`src/rtl/psi_result_decoder.sv`:
```
// Serialises a PSI intersection bitmap into ascending element indices over valid/ready.
// Optional intersection-size counter (isect_count) is built when PSI_COUNT_EN is defined.
module psi_result_decoder #(
    parameter int UNIVERSE = 10,
    parameter int IDX_W    = 4
) (
    input  logic                clk,
    input  logic                rst,
    input  logic                bm_valid,
    output logic                bm_ready,
    input  logic [UNIVERSE-1:0] bm_data,
    output logic                idx_valid,
    input  logic                idx_ready,
    output logic [IDX_W-1:0]    idx_data,
    output logic                idx_last,
    output logic                done,
    output logic                empty,
`ifdef PSI_COUNT_EN
    output logic [IDX_W:0]      isect_count,
`endif
    output logic [1:0]          dbg_state
);

    // Handshakes: a transfer happens on a rising edge where valid and ready are both 1.
    // A producer holds valid and its payload stable until the transfer; ready may toggle freely.

    typedef enum logic [1:0] {
        ST_IDLE = 2'd0,
        ST_SCAN = 2'd1,
        ST_EMIT = 2'd2,
        ST_DONE = 2'd3
    } state_t;

    localparam logic [IDX_W-1:0] PTR_MAX = IDX_W'(UNIVERSE - 1);
    localparam logic [IDX_W-1:0] PTR_ONE = IDX_W'(1);

    state_t              state_q, state_d;
    logic [IDX_W-1:0]    ptr_q, ptr_d;
    logic [UNIVERSE-1:0] shadow_q, shadow_d;
    logic                idx_valid_q, idx_valid_d;
    logic [IDX_W-1:0]    idx_data_q, idx_data_d;
    logic                idx_last_q, idx_last_d;
    logic                emitted_q, emitted_d;
    logic [UNIVERSE-1:0] upper_bits;
    logic                bm_accept;
    logic                idx_hs;

    assign bm_accept  = (state_q == ST_IDLE) && bm_valid;
    assign idx_hs     = idx_valid_q && idx_ready;
    // Bits strictly above the current pointer; zero means this index is the final one.
    assign upper_bits = (shadow_q >> ptr_q) >> 1;

    always_ff @(posedge clk) begin
        if (rst) begin
            state_q     <= ST_IDLE;
            ptr_q       <= '0;
            shadow_q    <= '0;
            idx_valid_q <= 1'b0;
            idx_data_q  <= '0;
            idx_last_q  <= 1'b0;
            emitted_q   <= 1'b0;
        end else begin
            state_q     <= state_d;
            ptr_q       <= ptr_d;
            shadow_q    <= shadow_d;
            idx_valid_q <= idx_valid_d;
            idx_data_q  <= idx_data_d;
            idx_last_q  <= idx_last_d;
            emitted_q   <= emitted_d;
        end
    end

    always_comb begin
        state_d     = state_q;
        ptr_d       = ptr_q;
        shadow_d    = shadow_q;
        idx_valid_d = idx_valid_q;
        idx_data_d  = idx_data_q;
        idx_last_d  = idx_last_q;
        emitted_d   = emitted_q;
        case (state_q)
            ST_IDLE: begin
                if (bm_accept) begin
                    shadow_d  = bm_data;
                    ptr_d     = '0;
                    emitted_d = 1'b0;
                    state_d   = ST_SCAN;
                end
            end
            ST_SCAN: begin
                if (shadow_q[ptr_q]) begin
                    idx_data_d  = ptr_q;
                    idx_valid_d = 1'b1;
                    idx_last_d  = (upper_bits == '0);
                    emitted_d   = 1'b1;
                    state_d     = ST_EMIT;
                end else if (ptr_q == PTR_MAX) begin
                    state_d = ST_DONE;
                end else begin
                    ptr_d = ptr_q + PTR_ONE;
                end
            end
            ST_EMIT: begin
                if (idx_hs) begin
                    idx_valid_d = 1'b0;
                    idx_last_d  = 1'b0;
                    if (idx_last_q) begin
                        state_d = ST_DONE;
                    end else begin
                        ptr_d   = ptr_q + PTR_ONE;
                        state_d = ST_SCAN;
                    end
                end
            end
            ST_DONE: begin
                state_d = ST_IDLE;
            end
            default: begin
                state_d = ST_IDLE;
            end
        endcase
    end

    assign bm_ready  = (state_q == ST_IDLE);
    assign idx_valid = idx_valid_q;
    assign idx_data  = idx_data_q;
    assign idx_last  = idx_last_q;
    assign done      = (state_q == ST_DONE);
    assign empty     = (state_q == ST_DONE) && !emitted_q;
    assign dbg_state = state_q;

`ifdef PSI_COUNT_EN
    localparam logic [IDX_W:0] CNT_ONE = (IDX_W + 1)'(1);

    logic [IDX_W:0] cnt_q, cnt_d;

    always_ff @(posedge clk) begin
        if (rst) begin
            cnt_q <= '0;
        end else begin
            cnt_q <= cnt_d;
        end
    end

    always_comb begin
        cnt_d = cnt_q;
        if (bm_accept) begin
            cnt_d = '0;
        end else if (idx_hs) begin
            cnt_d = cnt_q + CNT_ONE;
        end
    end

    assign isect_count = cnt_q;
`endif

endmodule

```
`config.mk`:
```
export PLATFORM = sky130hd
export DESIGN_NAME = psi_result_decoder
export DESIGN_NICKNAME = d
export VERILOG_FILES = /design/src/rtl/psi_result_decoder.sv
export SDC_FILE = /design/constraint.sdc
export NUM_CORES = 1
export LEC_CHECK = 0
export ABC_AREA = 1
export CAP_MARGIN = 20
export CORE_MARGIN = 2
export CORE_UTILIZATION = 35
export CTS_BUF_LIST = sky130_fd_sc_hd__clkbuf_4
export DETAILED_ROUTE_END_ITERATION = 10
export PLACE_DENSITY = 0.64
export SLEW_MARGIN = 0
export SYNTH_ARGS = -nofsm -noshare
export SYNTH_HDL_FRONTEND = slang
export SYNTH_SLANG_ARGS = --single-unit
```
`constraint.sdc`:
```
create_clock -name clk -period 4.1 [get_ports clk]
set_input_delay 0.615 -clock clk [delete_from_list [all_inputs] [get_ports clk]]
set_output_delay 0.615 -clock clk [all_outputs]
set_load 0.005 [all_outputs]
```
==> flow_summary.yaml, run 1 <==
drt:
  ant_nets: 0
  first_iter_violations: 31
  via_per_inst: 4.73
  vias: 1226
  wire_per_inst_um: 11.0
  finalWirelength_um: 2860
  firstDrtPassIters: 4
  drc: 0
finish:
  num_antenna_cells: 0
  layout-drive-gt1-share_pct: 7.58
  synthToLayoutAreaGrowth_pct: 22.1
  seq_area_um2: 460
  multiInputGateArea_um2: 742
  nets: 233
  layoutNonFillerInstCount: 259
  n_fill_cell: 404
synthesis:
  synthTopCellsByCount: "nand2_1, nor2_1, dfxtp_1"
  syn_inst: 189
  async_reset_ff_share_pct: 0
  synth_top_family_by_area: "simple AND/OR/NAND/NOR gates"
  synth_xor_area_share_pct: 0.665
  synth_edf_count: 0
  synth-compound-area-share_pct: 17.0
  yosysTopAreaCell: "dfxtp_1"
  ys_types: 24
  yosysSeqAreaShare_pct: 35.0
  avgSynthCellArea_um2: 6.96
  synth_ff_type: "dfxtp_1"
  synth_top_area_share_pct: 35.0
  synth.most_common_cell: "nand2_1"
  ys_warn_count: 0
  yosys-mux-area-fraction_pct: 0
  synthTopCellsByArea: "dfxtp_1, nand2_1, nor2_1"
  synth-simple-area-share_pct: 32.0
  synthAdderAreaFrac_pct: 6.65
  syn_area_um2: 1320
  ys_ff_latch: 23
  synth_nets: 210
global_route:
  gr-max-usage-layer: "met2"
  track_usage_pct: 14.9
  grt_use_met1_pct: 20.4
  grt_use_met2_pct: 22.8
  grt_max_degree: 16
  first_global_vias: 1119
  use_met3_pct: 2.74
  grt_overflow_total: 0
  grt_pass1_wl_um: 4980
  antenna_found_initial: 0
job:
  maxCapViolCount: 0
clocking:
  cts.sinks: 23
  holdBufCountCts: 0
  clockBufferDepth: 2
  path_clk_slew_ns: 0.13
  cts_max_level: 1
  cts_buffers: 3
  cts-root-buf: "clkbuf_4"
  insertion_delay_ns: 0.32
  post_cts_buffers: 0
  tritoncts: "yes"
  cts_resized: 0
timing:
  fin_setup_tns_ns: 0
  finalMaxSlewViolations: 0
  finClkSkew_ns: 0.00176
  setup_viol: 0
  tightest_slew_ns: 0.478
  rsz0062_at_grt: "no"
  max_freq_ghz: 0.445
  finalHoldViolCount: 0
  timing.final.crit_share_pct: 54.8
  maxSlewHeadroom_pct: 68.1
  finalCriticalPeriod_ns: 2.24
placed_design:
  place_hpwl_um: 2150
  gp_congestion: 0.917
  port-buffer-count: 24
  dp.cells: 255
power_and_ir_drop:
  internal_power_uw: 580
  swShare_pct: 45.7
  p_seq_share_pct: 33.7
  max-vdd-ir-drop_uv: 216
  power_leakage_nw: 0.683
  pwr_density_cell_nw_per_um2: 664
  p_comb_share_pct: 56.0
  clkPwrFrac_pct: 10.3
  p_switching_uw: 487
critical_path:
  slowest_stage: "clkdlybuf4s50_1"
  worst_setup_path_start_kind: "flip-flop"
  critPathMaxFanout: 6
  critPathArrivalTime_ns: 1.63
  path_class: "flip-flop to primary output"
  crit_chain: "ha_1 > inv_1 > nor2_1 > clkdlybuf4s50_1"
  end_kind: "primary output"
  crit_family: "buffers and inverters"
  critPathMaxStageDelay_ns: 0.50
  critical_path_buf_inv_count: 2
  crit_required_ns: 3.48
floorplan:
  rows: 22
  die_area_um2: 4270
  ios: 25
  dieWidth_um: 65.3
  die_h_um: 65.3
  initial_utilization_pct: 36.2
  core-area_um2: 3630
run_status:
  outcome: "complete, no violations"
min_path:
  hold_class: "flip-flop to flip-flop"
[power by group through the flow]
stage | Combinational, mW | Sequential [mW] | Clock [mW]
final | 0.597 | 0.360 | 0.110
after global placement | 0.597 | 0.366 | 0
after CTS | 0.601 | 0.359 | 0.115
after floorplan | 0.450 | 0.343 | 0
after global routing | 0.686 | 0.370 | 0.125
after detailed placement | 0.596 | 0.365 | 0
[area by class of cell]
class,instances,area share (%)
timing repair buffer,24,15.0
inverter,19,4.75
sequential,23,28.7
clock inverter,1,0.312
clock buffer,3,1.40
tap,48,3.74
multi-input combinational,141,46.2
[through the flow]
stage	hold WS, ns	setup WS (ns)	power [mW]	cell area [µm²]	util [%]
2_1_floorplan	0.440	2.54	0.793	1320	-
3_3_place_gp	0.471	2.17	0.963	1580	43.5
3_5_place_dp	0.468	2.16	0.962	1580	43.5
4_1_cts	0.485	1.83	1.08	1610	44.2
5_1_grt	0.524	1.69	1.18	1610	44.2
6_report	0.481	1.86	1.07	1610	44.2
[logic make-up (layout without fill, tap and decap cells)]
family / count (synthesis) / in the layout
buffers and inverters: 25 / 47
AND/OR/NAND/NOR: 93 / 93
XOR/XNOR: 1 / 1
adder cells (fa/ha/maj): 7 / 7
AO/OA/AOI/OAI: 40 / 40
flip-flops: 23 / 23
[sequential cells by signal (all words and copies together) (netlist names)]
| register | cells |
|---|---|
| idx_last | 1 |
| idx_valid | 1 |
| dbg_state | 2 |
| shadow_q | 10 |
| emitted_q | 1 |
| idx_data | 4 |
| ptr_q | 4 |
[layer usage]
layer | wire length [µm] | vias up
met2 | 1220 | 32
met1 | 1430 | 536
li1 | - | 654
met4 | 51 | 0
met5 | 0 | -
met3 | 162 | 4
[final timing paths]
| path | to | startpoint | cells after the start | slack, ns |
|---|---|---|---|---|
| worst max-delay path | empty | dbg_state[1] | 4 | 1.86 |
| worst min-delay path | shadow_q[4] | shadow_q[4] | 2 | 0.48 |
| worst max register to register | idx_data[2] | ptr_q[0] | 11 | 2.32 |
| worst min register to register | shadow_q[4] | shadow_q[4] | 2 | 0.48 |
[tightest hold or removal path: stages, from the launching register on]
cell     delay (ns)
dfxtp_1        0.33
inv_1          0.06
a21oi_1        0.05
[cells in the final DEF (no fill, tap or decap), types with 2 or more instances in the layout]
cell             count
a21oi_1             19
clkbuf_4             3
clkdlybuf4s50_1     24
dfxtp_1             23
ha_1                 7
inv_1               17
inv_4                2
nand2_1             40
nand2_2              3
nand2_4              2
nand3_1             10
nand4_1              3
nor2_1              29
o21ai_0             16
o21ai_1              3
or2_2                2
Note: power is estimated with default switching activity, not from simulation.
==> run 2: changes to the inputs <==
==> constraint.sdc (replaced) <==
create_clock -name clk -period 2.24 [get_ports clk]
set_input_delay 0.336 -clock clk [delete_from_list [all_inputs] [get_ports clk]]
set_output_delay 0.336 -clock clk [all_outputs]
set_load 0.005 [all_outputs]
==> run 2 against run 1 <==
  * Routed wire length grew 1.1%
  * Sequential share of layout area shrank 0.18 points
  * Die area is the same
  * Global-route usage shrank 0.43 points
  * First-iteration DRC count grew 42%
  * Total power grew 85%
  * Clock power grew 91%
  * Hold slack lost 0.012 ns
  * Final cell count grew 0.39%
  * Critical path depth is the same
  * Via count grew 0.41%
==> flow_summary.yaml, run 2 (synthesis gave the netlist of run 1 again) <==
clocking:
  cts.sinks: 23
  clockBufferDepth: 2
  post_cts_buffers: 0
  cts_resized: 0
  holdBufCountCts: 0
  cts_max_level: 1
  insertion_delay_ns: 0.32
  path_clk_slew_ns: 0.12
  cts-root-buf: "clkbuf_4"
  tritoncts: "yes"
  cts_buffers: 3
timing:
  finalCriticalPeriod_ns: 1.93
  timing.final.crit_share_pct: 86.2
  tightest_slew_ns: 0.448
  finalMaxSlewViolations: 0
  maxSlewHeadroom_pct: 70.1
  setup_viol: 0
  finClkSkew_ns: 0.0113
  fin_setup_tns_ns: 0
  max_freq_ghz: 0.518
  finalHoldViolCount: 0
  rsz0062_at_grt: "no"
power_and_ir_drop:
  max-vdd-ir-drop_uv: 453
  pwr_density_cell_nw_per_um2: 1220
  power_leakage_nw: 0.688
  fin_total_pwr_mw: 1.98
finish:
  layout-drive-gt1-share_pct: 8.02
  fin_area_um2: 1620
  n_fill_cell: 395
  synthToLayoutAreaGrowth_pct: 22.8
  top_register: "shadow_q"
  largest_register_ffs: 10
  num_antenna_cells: 0
  mostFrequentLayoutCells: "nand2_1, nor2_1, clkdlybuf4s50_1"
  layout_commonest_cell: "nand2_1"
  nets: 234
min_path:
  hold_class: "flip-flop to flip-flop"
  hold_path_startpoint: "emitted_q"
  hold_path_end: "emitted_q"
  hold-path-cell-count: 2
drt:
  first_iter_violations: 44
  via_per_inst: 4.73
  firstDrtPassIters: 4
  vias: 1231
  wire_per_inst_um: 11.1
  finalWirelength_um: 2890
  ant_nets: 0
  drc: 0
floorplan:
  core-area_um2: 3630
  dieWidth_um: 65.3
  die_h_um: 65.3
  ios: 25
  die_area_um2: 4270
  initial_utilization_pct: 36.2
  rows: 22
critical_path:
  r2r_start: "ptr_q[1]"
  critPathMaxFanout: 6
  path_class: "flip-flop to primary output"
  rr_worst_depth: 8
  end_kind: "primary output"
  r2r_slack_ns: 0.48
  critPathArrivalTime_ns: 1.60
  crit_required_ns: 1.90
  worst_setup_path_start_kind: "flip-flop"
  r2r-end: "ptr_q[1]"
placed_design:
  place_hpwl_um: 2090
  port-buffer-count: 24
  place_area_um2: 1590
  gp_congestion: 0.826
global_route:
  grt_overflow_total: 0
  grt_pass1_wl_um: 4880
  first_global_vias: 1080
  antenna_found_initial: 0
  track_usage_pct: 14.5
  grt_max_degree: 16
job:
  maxCapViolCount: 0
run_status:
  outcome: "complete, no violations"
run 2: changes by cell type in the layout (fill, tap and decap cells not counted), sizes merged:
cell,previous run,this run
buf,0,1
clkbuf,3,4
clkinv,1,0
run 2: worst max-delay path, cell delays in order (launching register included):
cell	delay, ns
dfxtp_1	0.44
ha_1	0.20
inv_1	0.06
nor2_1	0.08
clkdlybuf4s50_1	0.50
run 2: layout make-up:
class | instances | area [µm²] | area share [%]
clock buffer | 4 | 30.0 | 1.86
inverter | 19 | 76.3 | 4.72
multi-input combinational | 141 | 742 | 45.9
sequential | 23 | 460 | 28.5
tap | 48 | 60.1 | 3.72
timing repair buffer | 25 | 248 | 15.3
run 2: worst max-delay path by stage:
stage / startpoint / slack, ns / to
after floorplan: dbg_state[0] / 0.68 / ptr_q[1]
after global placement: ptr_q[1] / 0.54 / ptr_q[1]
after detailed placement: ptr_q[1] / 0.52 / ptr_q[1]
after CTS: dbg_state[0] / 0.29 / empty
after global routing: dbg_state[0] / 0.17 / empty
final: dbg_state[0] / 0.31 / empty
run 2: through the flow:
| step | utilization, % | setup slack, ns | hold slack, ns | instances |
|---|---|---|---|---|
| 3_3_place_gp | 43.7 | 0.542 | 0.457 | 256 |
| 3_5_place_dp | 43.7 | 0.521 | 0.458 | 256 |
| 5_1_grt | 44.5 | 0.172 | 0.516 | 260 |
| 4_1_cts | 44.5 | 0.290 | 0.476 | 260 |
| 2_1_floorplan | - | 0.682 | 0.440 | 189 |
| 6_report | 44.5 | 0.309 | 0.469 | 260 |
run 2: report_power, final:
part	internal [mW]	total (mW)	switching, mW
sequential	0.528	0.654	0.125
combinational	0.469	1.11	0.646
clock	0.0817	0.210	0.128
total	1.08	1.98	0.899
run 2: routing by layer:
metal	part of all wire, %	vias to the layer above	GRT usage (%)
met4	2.2	0	6.51
met3	2.9	6	2.74
met2	41	25	20.3
met1	54	541	21.2
li1	-	659	-
met5	0	-	0
